### src/rtl/bi_quin_pkg.sv
// Shared types, constants and coding helpers for the biquinary decade counter.
package bi_quin_pkg;

  localparam int unsigned QUIN_MAX = 4;
  localparam int unsigned DEC_MAX  = 9;

  typedef struct packed {
    logic       bi;
    logic [2:0] quin;
  } digit_t;

  typedef enum logic {
    CODE_BCD    = 1'b0,
    CODE_BIQUIN = 1'b1
  } code_t;

  // Nibbles above 9 map to the zero digit; callers flag the error separately.
  function automatic digit_t bcd_to_biquin(input logic [3:0] d);
    digit_t r;
    r = '0;
    if (d > 4'(DEC_MAX)) begin
      r = '0;
    end else if (d >= 4'd5) begin
      r.bi   = 1'b1;
      r.quin = 3'(d - 4'd5);
    end else begin
      r.quin = d[2:0];
    end
    return r;
  endfunction

  function automatic logic [3:0] biquin_to_bcd(input digit_t s);
    return {1'b0, s.quin} + (s.bi ? 4'd5 : 4'd0);
  endfunction

endpackage

### src/rtl/bi_quin_digit.sv
// One biquinary decade: mod-2 bi stage (weight 5) and mod-5 quin stage (4-2-1).
module bi_quin_digit
  import bi_quin_pkg::*;
(
  input  logic       clk,
  input  logic       rst,
  input  logic       step,
  input  logic       up,
  input  logic       load,
  input  logic [3:0] load_nibble,
  output logic [3:0] state,
  output logic       at_max,
  output logic       at_min,
  output logic       nib_err
);

  digit_t s;

  always_ff @(posedge clk) begin
    if (!rst) begin
      s <= '0;
    end else if (load) begin
      s <= bcd_to_biquin(load_nibble);
    end else if (step) begin
      if (s.quin > 3'(QUIN_MAX)) begin
        s.quin <= '0;
      end else if (up) begin
        if (s.quin == 3'(QUIN_MAX)) begin
          s.quin <= '0;
          s.bi   <= ~s.bi;
        end else begin
          s.quin <= s.quin + 3'd1;
        end
      end else begin
        if (s.quin == '0) begin
          s.quin <= 3'(QUIN_MAX);
          s.bi   <= ~s.bi;
        end else begin
          s.quin <= s.quin - 3'd1;
        end
      end
    end
  end

  assign state   = s;
  assign at_max  = s.bi & (s.quin == 3'(QUIN_MAX));
  assign at_min  = ~s.bi & (s.quin == '0);
  assign nib_err = load_nibble > 4'(DEC_MAX);

endmodule

### src/rtl/bi_quin_cascade.sv
// Multi-decade up/down biquinary counter with load, selectable output coding,
// terminal-count, wrap and load-error flags.
module bi_quin_cascade
  import bi_quin_pkg::*;
#(
  parameter int unsigned DIGITS = 4
) (
  input  logic                clk,
  input  logic                rst,
  input  logic                en,
  input  logic                up,
  input  logic                load,
  input  logic [4*DIGITS-1:0] load_val,
  input  logic                code_sel,
  output logic [4*DIGITS-1:0] q,
  output logic                tc,
  output logic                wrap,
  output logic                load_err
);

  logic [DIGITS-1:0] step;
  logic [DIGITS-1:0] at_max;
  logic [DIGITS-1:0] at_min;
  logic [DIGITS-1:0] nib_err;
  logic [3:0]        st [DIGITS];

  generate
    for (genvar i = 0; i < DIGITS; i++) begin : g_digit
      logic carry_in;
      // Each digit looks at all lower digits directly, so every decade steps on the same edge.
      if (i == 0) begin : g_lsd
        assign carry_in = 1'b1;
      end else begin : g_upper
        assign carry_in = up ? &at_max[i-1:0] : &at_min[i-1:0];
      end

      assign step[i] = en & ~load & carry_in;

      bi_quin_digit u_digit (
        .clk         (clk),
        .rst         (rst),
        .step        (step[i]),
        .up          (up),
        .load        (load),
        .load_nibble (load_val[4*i +: 4]),
        .state       (st[i]),
        .at_max      (at_max[i]),
        .at_min      (at_min[i]),
        .nib_err     (nib_err[i])
      );

      assign q[4*i +: 4] = (code_t'(code_sel) == CODE_BIQUIN) ? st[i]
                                                              : biquin_to_bcd(digit_t'(st[i]));
    end
  endgenerate

  assign tc = en & ~load & (up ? &at_max : &at_min);

  always_ff @(posedge clk) begin
    if (!rst) begin
      wrap     <= 1'b0;
      load_err <= 1'b0;
    end else begin
      wrap <= tc;
      if (load) begin
        load_err <= |nib_err;
      end
    end
  end

endmodule

### config.mk
export PLATFORM = sky130hd
export DESIGN_NAME = bi_quin_cascade
export DESIGN_NICKNAME = d
export VERILOG_FILES = /design/src/rtl/bi_quin_pkg.sv /design/src/rtl/bi_quin_digit.sv /design/src/rtl/bi_quin_cascade.sv
export SDC_FILE = /design/constraint.sdc
export NUM_CORES = 1
export LEC_CHECK = 0
export ABC_AREA = 1
export BUFFER_PORTS_ARGS = -buffer_cell sky130_fd_sc_hd__buf_2
export CAP_MARGIN = 20
export CORE_MARGIN = 10
export CORE_UTILIZATION = 51
export DETAILED_ROUTE_END_ITERATION = 7
export PLACE_DENSITY_LB_ADDON = 0.3
export SLEW_MARGIN = 40
export SYNTH_ARGS = -nofsm -noshare
export SYNTH_HDL_FRONTEND = slang
export SYNTH_SLANG_ARGS = --single-unit
export TNS_END_PERCENT = 30
### constraint.sdc
create_clock -name clk -period 1.8 [get_ports clk]
set_clock_uncertainty 0.2 [all_clocks]
set_input_delay 0.36 -clock clk [delete_from_list [all_inputs] [get_ports clk]]
set_output_delay 0.36 -clock clk [all_outputs]
set_load 0.02 [all_outputs]
Word level (Yosys, flattened, before mapping)
Index checks and enable logic that the tools add are counted.

storage, ports and cells
  bits in registers = 18
  output and inout bits = 19
  word-level logic and storage cells = 151

cells by class
  $add $sub $neg = 16
  order comparisons = 12
  equality and inequality tests = 12
  multiplexer cells = 60
  bitwise operators = 18
  reduce and logical (&&, ||, !) cells = 23

operators by type and width
  kind                 count
  $mux 4               20
  $mux 3               20
  $reduce_and 4->1     6
  $mux 1               20
  $add 3x3->4          4
  $ge 4x3->1 const B   4
  $gt 4x4->1 const B   4
  $and 1x1->1          13
  $add 3x1->3 const B  4
  $eq 3x3->1 const B   4
  $gt 3x3->1 const B   4
  $logic_not 3->1      4
  $ne 3x1->1 const B   4
  $reduce_bool 3->1    4
  $sub 3x1->3 const B  4
  $sub 3x3->3 const B  4
  $ne 2x2->1 const B   4
  $reduce_bool 2->1    4
  $reduce_and 3->1     2
  $not 1->1            5
  $reduce_and 2->1     2
  $reduce_or 4->1      1

Longest topological paths before layout
Gate-level depths: netlist of run 1.

  depth after elaboration = 7
  depth in mapped cells = 12

Hierarchy
From an unflattened synthesis of run 1, not the netlist that was laid out.

unflattened totals
  cell total of the unflattened synthesis = 408
  area, all modules = 2402.3 µm²

by module, submodules not included
  module                                   instances  cells each  area each (µm²)  sequential area each (µm²)
  bi_quin_digit at g_digit[0].u_digit ...  3          76          451.7            80.1
  bi_quin_cascade                          1          102         586.8            40.0
  bi_quin_digit at g_digit[3].u_digit      1          78          460.4            80.1

Least setup slack after synthesis of run 1
No wires, ideal clock.

  path kind = flip-flop to output port
  from = register g_digit[0].u_digit.s, in the netlist g_digit[0].u_digit.state[0]
  to = output port tc
  data arrival time = 1.422 ns
  path slack = -0.182 ns
  cell stages (with the launch flop) = 9
  buffers on the path = 0
  path through = dfxtp_1 > inv_1 > ha_1 > nand2_2 > nor2_4 > nand3_4 > o31ai_1 > nand3_1 > inv_1

on the way
  cells in the longest elaborated chain, start to end = 5

RTL lines
  element                                        line                                      source
  start, declared                                bi_quin_digit.sv:17                       digit_t s;
  start signal, assigned                         bi_quin_digit.sv:23                       s <= bcd_to_biquin(load_nibble);
  $eq 3x3->1 or $logic_not 3->1 (tied branches)  bi_quin_digit.sv:46, bi_quin_digit.sv:47
  $and 1x1->1, on equally long branches          bi_quin_digit.sv:46, bi_quin_digit.sv:47
  $reduce_and 4->1                               bi_quin_cascade.sv:57                     assign tc = en & ~load & (up ? &at_max : &at_min);
  $mux 1 *                                       bi_quin_cascade.sv:57
  $and 1x1->1 *                                  bi_quin_cascade.sv:57
  end, declared                                  bi_quin_cascade.sv:16                     output logic tc,

Every way passes the cells marked *; elsewhere a longest branch is shown, timed or not.

Final worst setup path of run 1
  from = register g_digit[1].u_digit.s, in the netlist g_digit[1].u_digit.state[1]
  to = output port tc

on the way
  cells in the longest elaborated chain, start to end = 5

RTL lines
  element                                        line
  start, declared                                bi_quin_digit.sv:17
  start signal, assigned                         bi_quin_digit.sv:23
  $eq 3x3->1 or $logic_not 3->1 (tied branches)  bi_quin_digit.sv:46, bi_quin_digit.sv:47
  $and 1x1->1, on equally long branches          bi_quin_digit.sv:46, bi_quin_digit.sv:47
  $reduce_and 4->1                               bi_quin_cascade.sv:57
  $mux 1 *                                       bi_quin_cascade.sv:57
  $and 1x1->1 *                                  bi_quin_cascade.sv:57

Marks and branches as above.

==> results of run 1 <==
[worst min-delay path by stage]
stage          slack (ns)                                       end                                      from
2_1_floorplan        0.29  g_digit[0].u_digit.state[0]$_SDFFE_PN0N_  g_digit[0].u_digit.state[0]$_SDFFE_PN0N_
3_3_place_gp         0.33                     load_err$_SDFFE_PN0P_                     load_err$_SDFFE_PN0P_
3_5_place_dp         0.35                     load_err$_SDFFE_PN0P_                     load_err$_SDFFE_PN0P_
4_1_cts              0.23  g_digit[1].u_digit.state[1]$_SDFFE_PN0P_                               load_val[5]
5_1_grt              0.26  g_digit[0].u_digit.state[0]$_SDFFE_PN0N_                               load_val[0]
6_report             0.23  g_digit[1].u_digit.state[1]$_SDFFE_PN0P_                               load_val[5]
[power breakdown]
group          switching [mW]  internal (mW)  total (mW)
Combinational           0.611          0.536        1.15
Sequential             0.0526          0.443       0.496
Clock                   0.158          0.149       0.308
[final cells by class]
type                       count  area (µm²)
sequential                    18         385
timing repair buffer         106         803
multi-input combinational    284        1990
inverter                      51         194
fill                         291         848
tap                           52        65.1
clock buffer                   3        41.3
[per-layer routing]
| layer | up-vias | part of all wire (%) | GRT usage (%) |
|---|---|---|---|
| met5 | - | 0 | 0 |
| met4 | 0 | 1.2 | 6.04 |
| met3 | 14 | 5.6 | 3.19 |
| met2 | 108 | 52 | 33.0 |
| met1 | 1281 | 41 | 20.9 |
| li1 | 1384 | - | - |
[through the flow]
step	utilization [%]	total power, mW
2_1_floorplan	-	1.02
3_3_place_gp	67.6	1.35
3_5_place_dp	67.6	1.38
4_1_cts	74.5	1.78
5_1_grt	80.4	2.09
6_report	80.4	1.95
[kinds of logic (layout without fill, tap and decap cells)]
group,after synthesis,after routing,synth area share (%)
buf+inv,60,160,11.3
compound gates,75,75,19.5
xor+xnor,9,9,3.47
fa+ha+maj,32,32,17.6
simple gates,168,168,32.2
flops,18,18,15.9
[cells in the final DEF (no fill, tap or decap), types with 2 or more instances in the layout]
cell / netlist / routed
nand3_1: 20 / 16
xor2_1: 5 / 5
dfxtp_4: 0 / 3
a21oi_1: 15 / 14
clkbuf_8: 1 / 3
a22oi_2: 0 / 3
dfxtp_1: 18 / 4
nand2_2: 6 / 13
a31oi_1: 2 / 2
o211ai_1: 4 / 4
nand2_1: 91 / 82
nor2_4: 2 / 3
buf_2: 1 / 23
ha_1: 32 / 17
nand3_2: 3 / 7
nor2_1: 41 / 38
nor2_2: 1 / 3
ha_4: 0 / 15
dfxtp_2: 0 / 11
o21ai_0: 37 / 21
buf_4: 1 / 68
xnor2_1: 4 / 3
o21ai_2: 2 / 8
nand2_4: 1 / 3
nor3_1: 2 / 2
inv_2: 1 / 11
inv_1: 49 / 39
a22oi_1: 5 / 2
buf_6: 2 / 14
o21ai_1: 2 / 12
a21oi_2: 2 / 2
[registers in the layout, indices dropped and copies added, names as in the netlist]
name                   cells
g_digit.u_digit.state     16
load_err                   1
wrap                       1
[what timing repair did]
item                                    in CTS  in global routing
gates cloned                                 0                  0
pin swaps                                   12                 32
buffers inserted                             2                  9
resized for setup                           70                 65
endpoints found under the setup margin      28                 30
[worst min-delay path, cell delays in order]
cell	delay, ns
buf_2	0.08
o21ai_0	0.08
a21oi_1	0.13
==> flow_summary.yaml, run 1 <==
global_routing:
  grt_pass1_wl_um: 11600
  gr-total-overflow: 0
  grt_pass1_vias: 2674
  grt.total_usage_pct: 18.3
  antenna_found_initial: 0
  grt_max_degree: 17
synth:
  synth_flop_cell: "dfxtp_1"
  synth_fp_nets: 416
  ys_ff_latch: 18
  synth_top_area_share_pct: 17.6
  netlist_instances: 362
  synth_area_leaders: "ha_1 (18%), dfxtp_1 (16%), nand2_1 (15%)"
  synth_edf_count: 0
  synth_most_common_cell: "nand2_1"
  yosys-top-cells-count: "nand2_1 (91), inv_1 (49), nor2_1 (41)"
  seq_area_frac_synth_pct: 15.9
  netlist_area_um2: 2270
  yosysWarningCount: 0
  yosysUniqueCellTypes: 36
  synth_top_area_cell: "ha_1"
  async_flop_share_pct: 0
  avgSynthCellArea_um2: 6.27
critical_path:
  cp_num_buf_inv: 5
  cp-end-kind: "output port"
  crit_end: "tc"
  crit_start: "g_digit[1].u_digit.state[1]$_SDFFE_PN0P_"
  critPathMaxStageDelay_ns: 0.33
  crit_type: "reg -> out"
  slowest_stage: "dfxtp_1"
  rr_startpoint: "g_digit[1].u_digit.state[1]$_SDFFE_PN0P_"
  worst_path_most_repeated_cell: "inv_2"
  crit_arrival_ns: 1.61
  ff2ff_setup_slack_ns: -0.02
  path_cells: "inv_2 -> ha_4 -> inv_2 -> nor2_2 -> nand2_1 -> nand2_2 -> nand3_2 -> inv_2 -> nand3_2 -> inv_2 -> buf_6"
  reg2reg_to: "g_digit[3].u_digit.state[3]$_SDFFE_PN0P_"
  cp_max_fo: 2
  cp.depth: 11
  r2r_cells: 12
  startpoint_type: "flip-flop"
  cpLargestDelayFamily: "simple AND/OR/NAND/NOR gates"
  crit_required_ns: 1.24
sta:
  fmax_mhz: 461
  finalSetupViolations: 16
  hold_violations: 0
  setup_tns_ns: -2.21
  slew_headroom_pct: 74.9
  min_period_ns: 2.17
  slew_violations: 0
  hold-worst-slack_ns: 0.230
  worstMarginPinSlew_ns: 0.377
  setup_ws_ns: -0.371
  fin_crit_sh_pct: 121
  rsz0062_at_grt: "true"
pwr:
  power.leakage_nw: 1.71
  irDropWorstVdd_uv: 356
  p_per_area_nw_per_um2: 561
drt:
  drt_iter0_markers: 167
  dr.pass1.iters: 5
  via_count: 2787
  wl_um: 7520
  ant_nets: 0
  viasPerCell: 5.42
  wire_per_inst_um: 14.6
  drc: 0
run_status:
  status: "finished with violations"
  violations: "negative setup slack"
finish:
  nets: 518
  instances_no_fill: 514
  drive_gt1_share_pct: 42.6
  fin_area_um2: 3480
  area_delta_synth_final_pct: 53.1
  diodes: 0
place:
  place_inst: 503
  post-dp-hpwl_um: 5300
  postPlaceCellArea_um2: 2920
  io_buffer_count: 40
  gp_congestion: 0.907
  pre_cts_ws_ns: -0.169
clocking:
  clk_latency_ns: 0.26
  cts_made_buffers: 3
  cts_tree: "built"
  clock_path_buffers: 2
  holdBufCountCts: 0
  htreeDepth: 1
  clk_pin_slew_ns: 0.08
  cts-root-buf: "clkbuf_8"
  cts.sinks: 18
floorplan:
  die_h_um: 86.7
  num_rows: 24
  start_util_pct: 52.5
  io_pins: 41
  die-area_um2: 7520
  fp.dieW_um: 86.7
  core_um2: 4320
min_path:
  min_path_type: "in -> reg"
  min_path_cells: 3
run:
  drv_cap: 0
(Power assumes the default switching activity.)
==> inputs of run 2 (changes only) <==
--- a/config.mk
+++ b/config.mk
@@ -12,6 +12,8 @@
 export CORE_UTILIZATION = 51
 export DETAILED_ROUTE_END_ITERATION = 7
 export PLACE_DENSITY_LB_ADDON = 0.3
+export SETUP_SLACK_MARGIN = 0.2
+export SKIP_LAST_GASP = 1
 export SLEW_MARGIN = 40
 export SYNTH_ARGS = -nofsm -noshare
 export SYNTH_HDL_FRONTEND = slang
==> run 2 against run 1 <==
  * The run still ends with negative setup slack left
  * First-iteration DRC count rose by 40%
  * Final cell count rose by 0.97%
  * Die area did not move
  * Setup slack got worse by 0.033 ns
  * Via count rose by 7.8%
  * Cell area rose by 0.11%
  * Utilization rose by 0.087 points
==> flow_summary.yaml, run 2 (synthesis gave the netlist of run 1 again) <==
run_status:
  status: "finished with violations"
  violations: "negative setup slack"
global_routing:
  grt_pass1_wl_um: 12200
  grt.total_usage_pct: 19.4
  grt_pass1_vias: 2841
  grt_max_degree: 17
  antenna_found_initial: 0
  gr-total-overflow: 0
pwr:
  clkPwrFrac_pct: 18.2
  p_total_mw: 2.03
  irDropWorstVdd_uv: 345
  netSwitchingPower_uw: 871
  combinationalPowerShare_pct: 57.6
  power.leakage_nw: 1.73
  p_int_mw: 1.16
  netSwitchingFraction_pct: 42.8
  power.share.sequential_pct: 24.2
  p_per_area_nw_per_um2: 584
sta:
  min_period_ns: 2.20
  fmax_mhz: 454
  finalSetupViolations: 31
  hold_violations: 0
  slew_headroom_pct: 71.8
  worstMarginPinSlew_ns: 0.418
  fin_crit_sh_pct: 122
  setup_ws_ns: -0.404
  setup_tns_ns: -4.93
  slew_violations: 0
  rsz0062_at_grt: "true"
  hold-worst-slack_ns: 0.248
clocking:
  clk_pin_slew_ns: 0.08
  cts.sinks: 18
  holdBufCountCts: 0
  clk_latency_ns: 0.27
  cts_tree: "built"
  cts-root-buf: "clkbuf_8"
  htreeDepth: 1
  clock_path_buffers: 2
  cts_made_buffers: 3
critical_path:
  crit_required_ns: 1.24
  crit_type: "reg -> out"
  r2r_cells: 14
  ff2ff_setup_slack_ns: -0.40
  slowest_stage: "dfxtp_2"
  cp.depth: 9
  rr_startpoint: "g_digit[2].u_digit.state[1]$_SDFFE_PN0P_"
  critPathMaxStageDelay_ns: 0.33
  crit_arrival_ns: 1.64
  crit_start: "g_digit[2].u_digit.state[1]$_SDFFE_PN0P_"
  path_cells: "inv_2 -> ha_4 -> nand2_2 -> nor2_2 -> inv_2 -> o31ai_4 -> nand3_2 -> inv_2 -> buf_6"
  cp_max_fo: 2
  cp_num_buf_inv: 4
  cp-end-kind: "output port"
  crit_end: "tc"
  worst_path_most_repeated_cell: "inv_2"
  cpLargestDelayFamily: "flip-flops"
  startpoint_type: "flip-flop"
  reg2reg_to: "wrap$_SDFF_PN0_"
drt:
  dr.pass1.iters: 6
  wire_per_inst_um: 17.0
  wl_um: 8820
  drt_iter0_markers: 233
  drc: 0
  ant_nets: 0
  via_count: 3003
  viasPerCell: 5.79
finish:
  layout_commonest_cell: "nand2_1"
  mostFrequentLayoutCells: "nand2_1 (88), buf_4 (62), inv_1 (40)"
  fin_area_um2: 3480
  diodes: 0
  nets: 522
  area_delta_synth_final_pct: 53.2
  drive_gt1_share_pct: 41.3
  largest_register_ffs: 16
place:
  io_buffer_count: 40
  postPlaceCellArea_um2: 2920
  post-dp-hpwl_um: 5190
  gp_congestion: 0.854
floorplan:
  die_h_um: 86.7
  die-area_um2: 7520
  num_rows: 24
  start_util_pct: 52.5
  core_um2: 4320
  fp.dieW_um: 86.7
  io_pins: 41
min_path:
  min_from: "load_val[13]"
  min_path_type: "in -> reg"
run:
  drv_cap: 0
-- run 2: cell types whose count changed in the layout (fill, tap and decap cells not counted), moves of 4 or more --
cell / before / now
o21ai_2: 8 / 4
buf_4: 68 / 62
o21ai_0: 21 / 25
nand2_2: 13 / 8
nand2_1: 82 / 88
buf_6: 14 / 19
buf_2: 23 / 28
-- run 2: worst min path at each step --
stage / end / slack (ns) / depth (start not counted)
after floorplan: g_digit[0].u_digit.state[3]$_SDFFE_PN0P_ / 0.30 / 2
after global placement: load_err$_SDFFE_PN0P_ / 0.34 / 2
after detailed placement: load_err$_SDFFE_PN0P_ / 0.35 / 2
after CTS: g_digit[0].u_digit.state[0]$_SDFFE_PN0N_ / 0.25 / 4
after global routing: g_digit[0].u_digit.state[2]$_SDFFE_PN0N_ / 0.28 / 3
final: g_digit[3].u_digit.state[1]$_SDFFE_PN0P_ / 0.25 / 5
-- run 2: what timing repair did --
item	4_1_cts	5_1_grt
resized for setup	50	43
endpoints found under the setup margin	32	35
cloned	0	0
pin swaps	8	25
buffers inserted	9	9
-- run 2: worst register-to-register path, stage by stage (launching register included) --
cell and delay, ns:
dfxtp_2 0.33, inv_2 0.08, ha_4 0.15, nand2_2 0.06
nor2_2 0.12, inv_2 0.06, o31ai_4 0.26, nand3_2 0.13
buf_4 0.15, buf_6 0.10, buf_6 0.10, buf_6 0.10
buf_6 0.10, buf_6 0.10, nor2_2 0.09
-- run 2: layer usage --
metal,global-route usage (%),vias up,share of wire (%)
met5,0,-,0
met4,7.51,0,4.0
met3,4.03,53,7.3
met2,37.4,178,52
met1,19.5,1385,37
li1,-,1387,-
-- run 2: area by class of cell --
class / count / area, µm²
well taps: 52 / 65.1
inverters: 51 / 194
multi-input cells: 284 / 1940
flip-flops and latches: 18 / 383
repair buffers: 110 / 840
clock buffers: 4 / 55.1
fillers: 275 / 845
-- run 2: power by group through the flow --
| stage | registers, mW | clock network (mW) | logic [mW] |
|---|---|---|---|
| after global placement | 0.477 | 0 | 0.882 |
| after detailed placement | 0.479 | 0 | 0.904 |
| after floorplan | 0.490 | 0 | 0.562 |
| after global routing | 0.493 | 0.390 | 1.26 |
| final | 0.491 | 0.370 | 1.17 |
| after CTS | 0.480 | 0.358 | 1.01 |
-- run 2: per-stage QoR --
step | std cells | setup WS (ns) | utilization, %
floorplan | 362 | -0.0586 | -
global placement | 497 | -0.132 | 67.4
detailed placement | 497 | -0.240 | 67.4
CTS | 510 | -0.424 | 75.1
global route | 519 | -0.501 | 80.5
finish | 519 | -0.404 | 80.5
==> inputs of run 3 (changes only) <==
--- a/config.mk
+++ b/config.mk
@@ -8,11 +8,10 @@
 export ABC_AREA = 1
 export BUFFER_PORTS_ARGS = -buffer_cell sky130_fd_sc_hd__buf_2
 export CAP_MARGIN = 20
-export CORE_MARGIN = 10
 export CORE_UTILIZATION = 51
 export DETAILED_ROUTE_END_ITERATION = 7
+export GPL_TIMING_DRIVEN = 0
 export PLACE_DENSITY_LB_ADDON = 0.3
-export SETUP_SLACK_MARGIN = 0.2
 export SKIP_LAST_GASP = 1
 export SLEW_MARGIN = 40
 export SYNTH_ARGS = -nofsm -noshare
==> run 3 against run 2 <==
  * The run still ends with negative setup slack left
  * Die area is 37% lower
  * Setup slack better by 0.0083 ns
  * Count of clock-buffer cells in the layout stayed put
  * Via count down 8.6%
  * Largest cell class unchanged
  * Largest power group unchanged
==> flow_summary.yaml, run 3 (synthesis gave the netlist of run 1 again) <==
run:
  drv_cap: 0
finish:
  layout_commonest_cell: "nand2_1"
  mostFrequentLayoutCells: "nand2_1 (88), nor2_1 (38), inv_1 (35)"
  fillers: 333
  seqCellArea_um2: 397
  multiInputGateArea_um2: 1860
  fin_area_um2: 3080
  drive_gt1_share_pct: 35.0
  diodes: 0
  nets: 487
  largest_register_ffs: 16
  area_delta_synth_final_pct: 35.8
  instances_no_fill: 482
clocking:
  cts_made_buffers: 3
  htreeDepth: 1
  cts_tree: "built"
  clk_latency_ns: 0.26
  holdBufCountCts: 0
  clk_pin_slew_ns: 0.08
  cts.sinks: 18
  clock_path_buffers: 2
  cts-root-buf: "clkbuf_8"
critical_path:
  crit_required_ns: 1.24
  reg2reg_to: "g_digit[3].u_digit.state[3]$_SDFFE_PN0P_"
  rr_startpoint: "g_digit[0].u_digit.state[1]$_SDFFE_PN0N_"
  crit_type: "reg -> out"
  cp_max_fo: 4
  cp-end-kind: "output port"
  r2r_cells: 12
  ff2ff_setup_slack_ns: -0.19
  crit_arrival_ns: 1.64
  startpoint_type: "flip-flop"
sta:
  slew_headroom_pct: 63.2
  slew_violations: 0
  fmax_mhz: 455
  worstMarginPinSlew_ns: 0.552
  hold-worst-slack_ns: 0.219
  setup_tns_ns: -3.40
  setup_ws_ns: -0.396
  fin_crit_sh_pct: 122
  rsz0062_at_grt: "true"
  finalSetupViolations: 25
  min_period_ns: 2.20
  hold_violations: 0
pwr:
  power.leakage_nw: 1.55
  p_per_area_nw_per_um2: 597
  p_total_mw: 1.84
  irDropWorstVdd_uv: 298
global_routing:
  grt_pass1_wl_um: 10300
  grt.total_usage_pct: 29.1
  grt_max_degree: 11
  antenna_found_initial: 0
  grt_pass1_vias: 2376
  gr-total-overflow: 0
floorplan:
  fp.dieW_um: 68.7
  die-area_um2: 4720
  io_pins: 41
  start_util_pct: 54.8
  num_rows: 23
  die_h_um: 68.7
  core_um2: 4140
drt:
  via_count: 2746
  ant_nets: 0
  dr.pass1.iters: 6
  viasPerCell: 5.70
  wire_per_inst_um: 14.8
  wl_um: 7150
  drc: 0
  drt_iter0_markers: 302
place:
  io_buffer_count: 37
  postPlaceCellArea_um2: 2520
  post-dp-hpwl_um: 4270
  gp_congestion: 0.964
  place_inst: 449
min_path:
  min_path_cells: 3
  min_from: "load_val[5]"
  min_path_type: "in -> reg"
  min_to: "g_digit[1].u_digit.state[1]$_SDFFE_PN0P_"
run_status:
  status: "finished with violations"
  violations: "negative setup slack"
run 3: routing by layer:
layer	up-vias	global-route usage (%)	share of wire (%)
met5	-	0	0
met4	0	9.69	3.2
met3	31	3.13	5.6
met2	144	53.2	50
met1	1252	35.2	41
li1	1319	-	-
run 3: cell type report:
type	count	area share, %
tap	50	2.03
buffer	9	2.27
inverter	51	6.66
multi-input combinational	284	60.3
clock buffer	4	1.79
sequential	18	12.9
timing repair buffer	66	14.1
run 3: where the power goes:
| part | leakage, nW | total, mW | switching [mW] | internal, mW |
|---|---|---|---|---|
| registers | 0.156 | 0.504 | 0.0608 | 0.443 |
| logic | 1.37 | 0.975 | 0.566 | 0.409 |
| clock network | 0.0288 | 0.362 | 0.167 | 0.195 |
| total | 1.55 | 1.84 | 0.794 | 1.05 |
run 3: how the worst max path moves through the flow:
stage,end,cells after the start,slack (ns),startpoint
6_report,tc,9,-0.40,g_digit[0].u_digit.state[1]$_SDFFE_PN0N_
5_1_grt,tc,9,-0.47,g_digit[0].u_digit.state[1]$_SDFFE_PN0N_
4_1_cts,tc,9,-0.41,g_digit[2].u_digit.state[1]$_SDFFE_PN0P_
3_5_place_dp,q[0],5,-0.46,code_sel
3_3_place_gp,q[8],5,-0.45,code_sel
2_1_floorplan,q[0],4,-0.14,code_sel
run 3: through the flow:
stage | worst slack (ns) | util (%)
2_1_floorplan | -0.136 | -
3_3_place_gp | -0.452 | 60.8
3_5_place_dp | -0.461 | 60.8
4_1_cts | -0.407 | 68.9
5_1_grt | -0.467 | 74.4
6_report | -0.396 | 74.4
run 3: what timing repair did:
| action | CTS | global route |
|---|---|---|
| pin swaps | 5 | 19 |
| setup endpoints to repair | 26 | 27 |
| gates resized for setup | 51 | 44 |
| setup buffers | 18 | 12 |
run 3: worst max-delay path, cell delays in order (launching register included):
cell	delay [ns]
dfxtp_4	0.36
inv_4	0.07
ha_4	0.16
nand2_4	0.07
nor2_4	0.13
nand3_4	0.10
o31ai_4	0.19
nand3_2	0.12
inv_2	0.07
buf_6	0.11
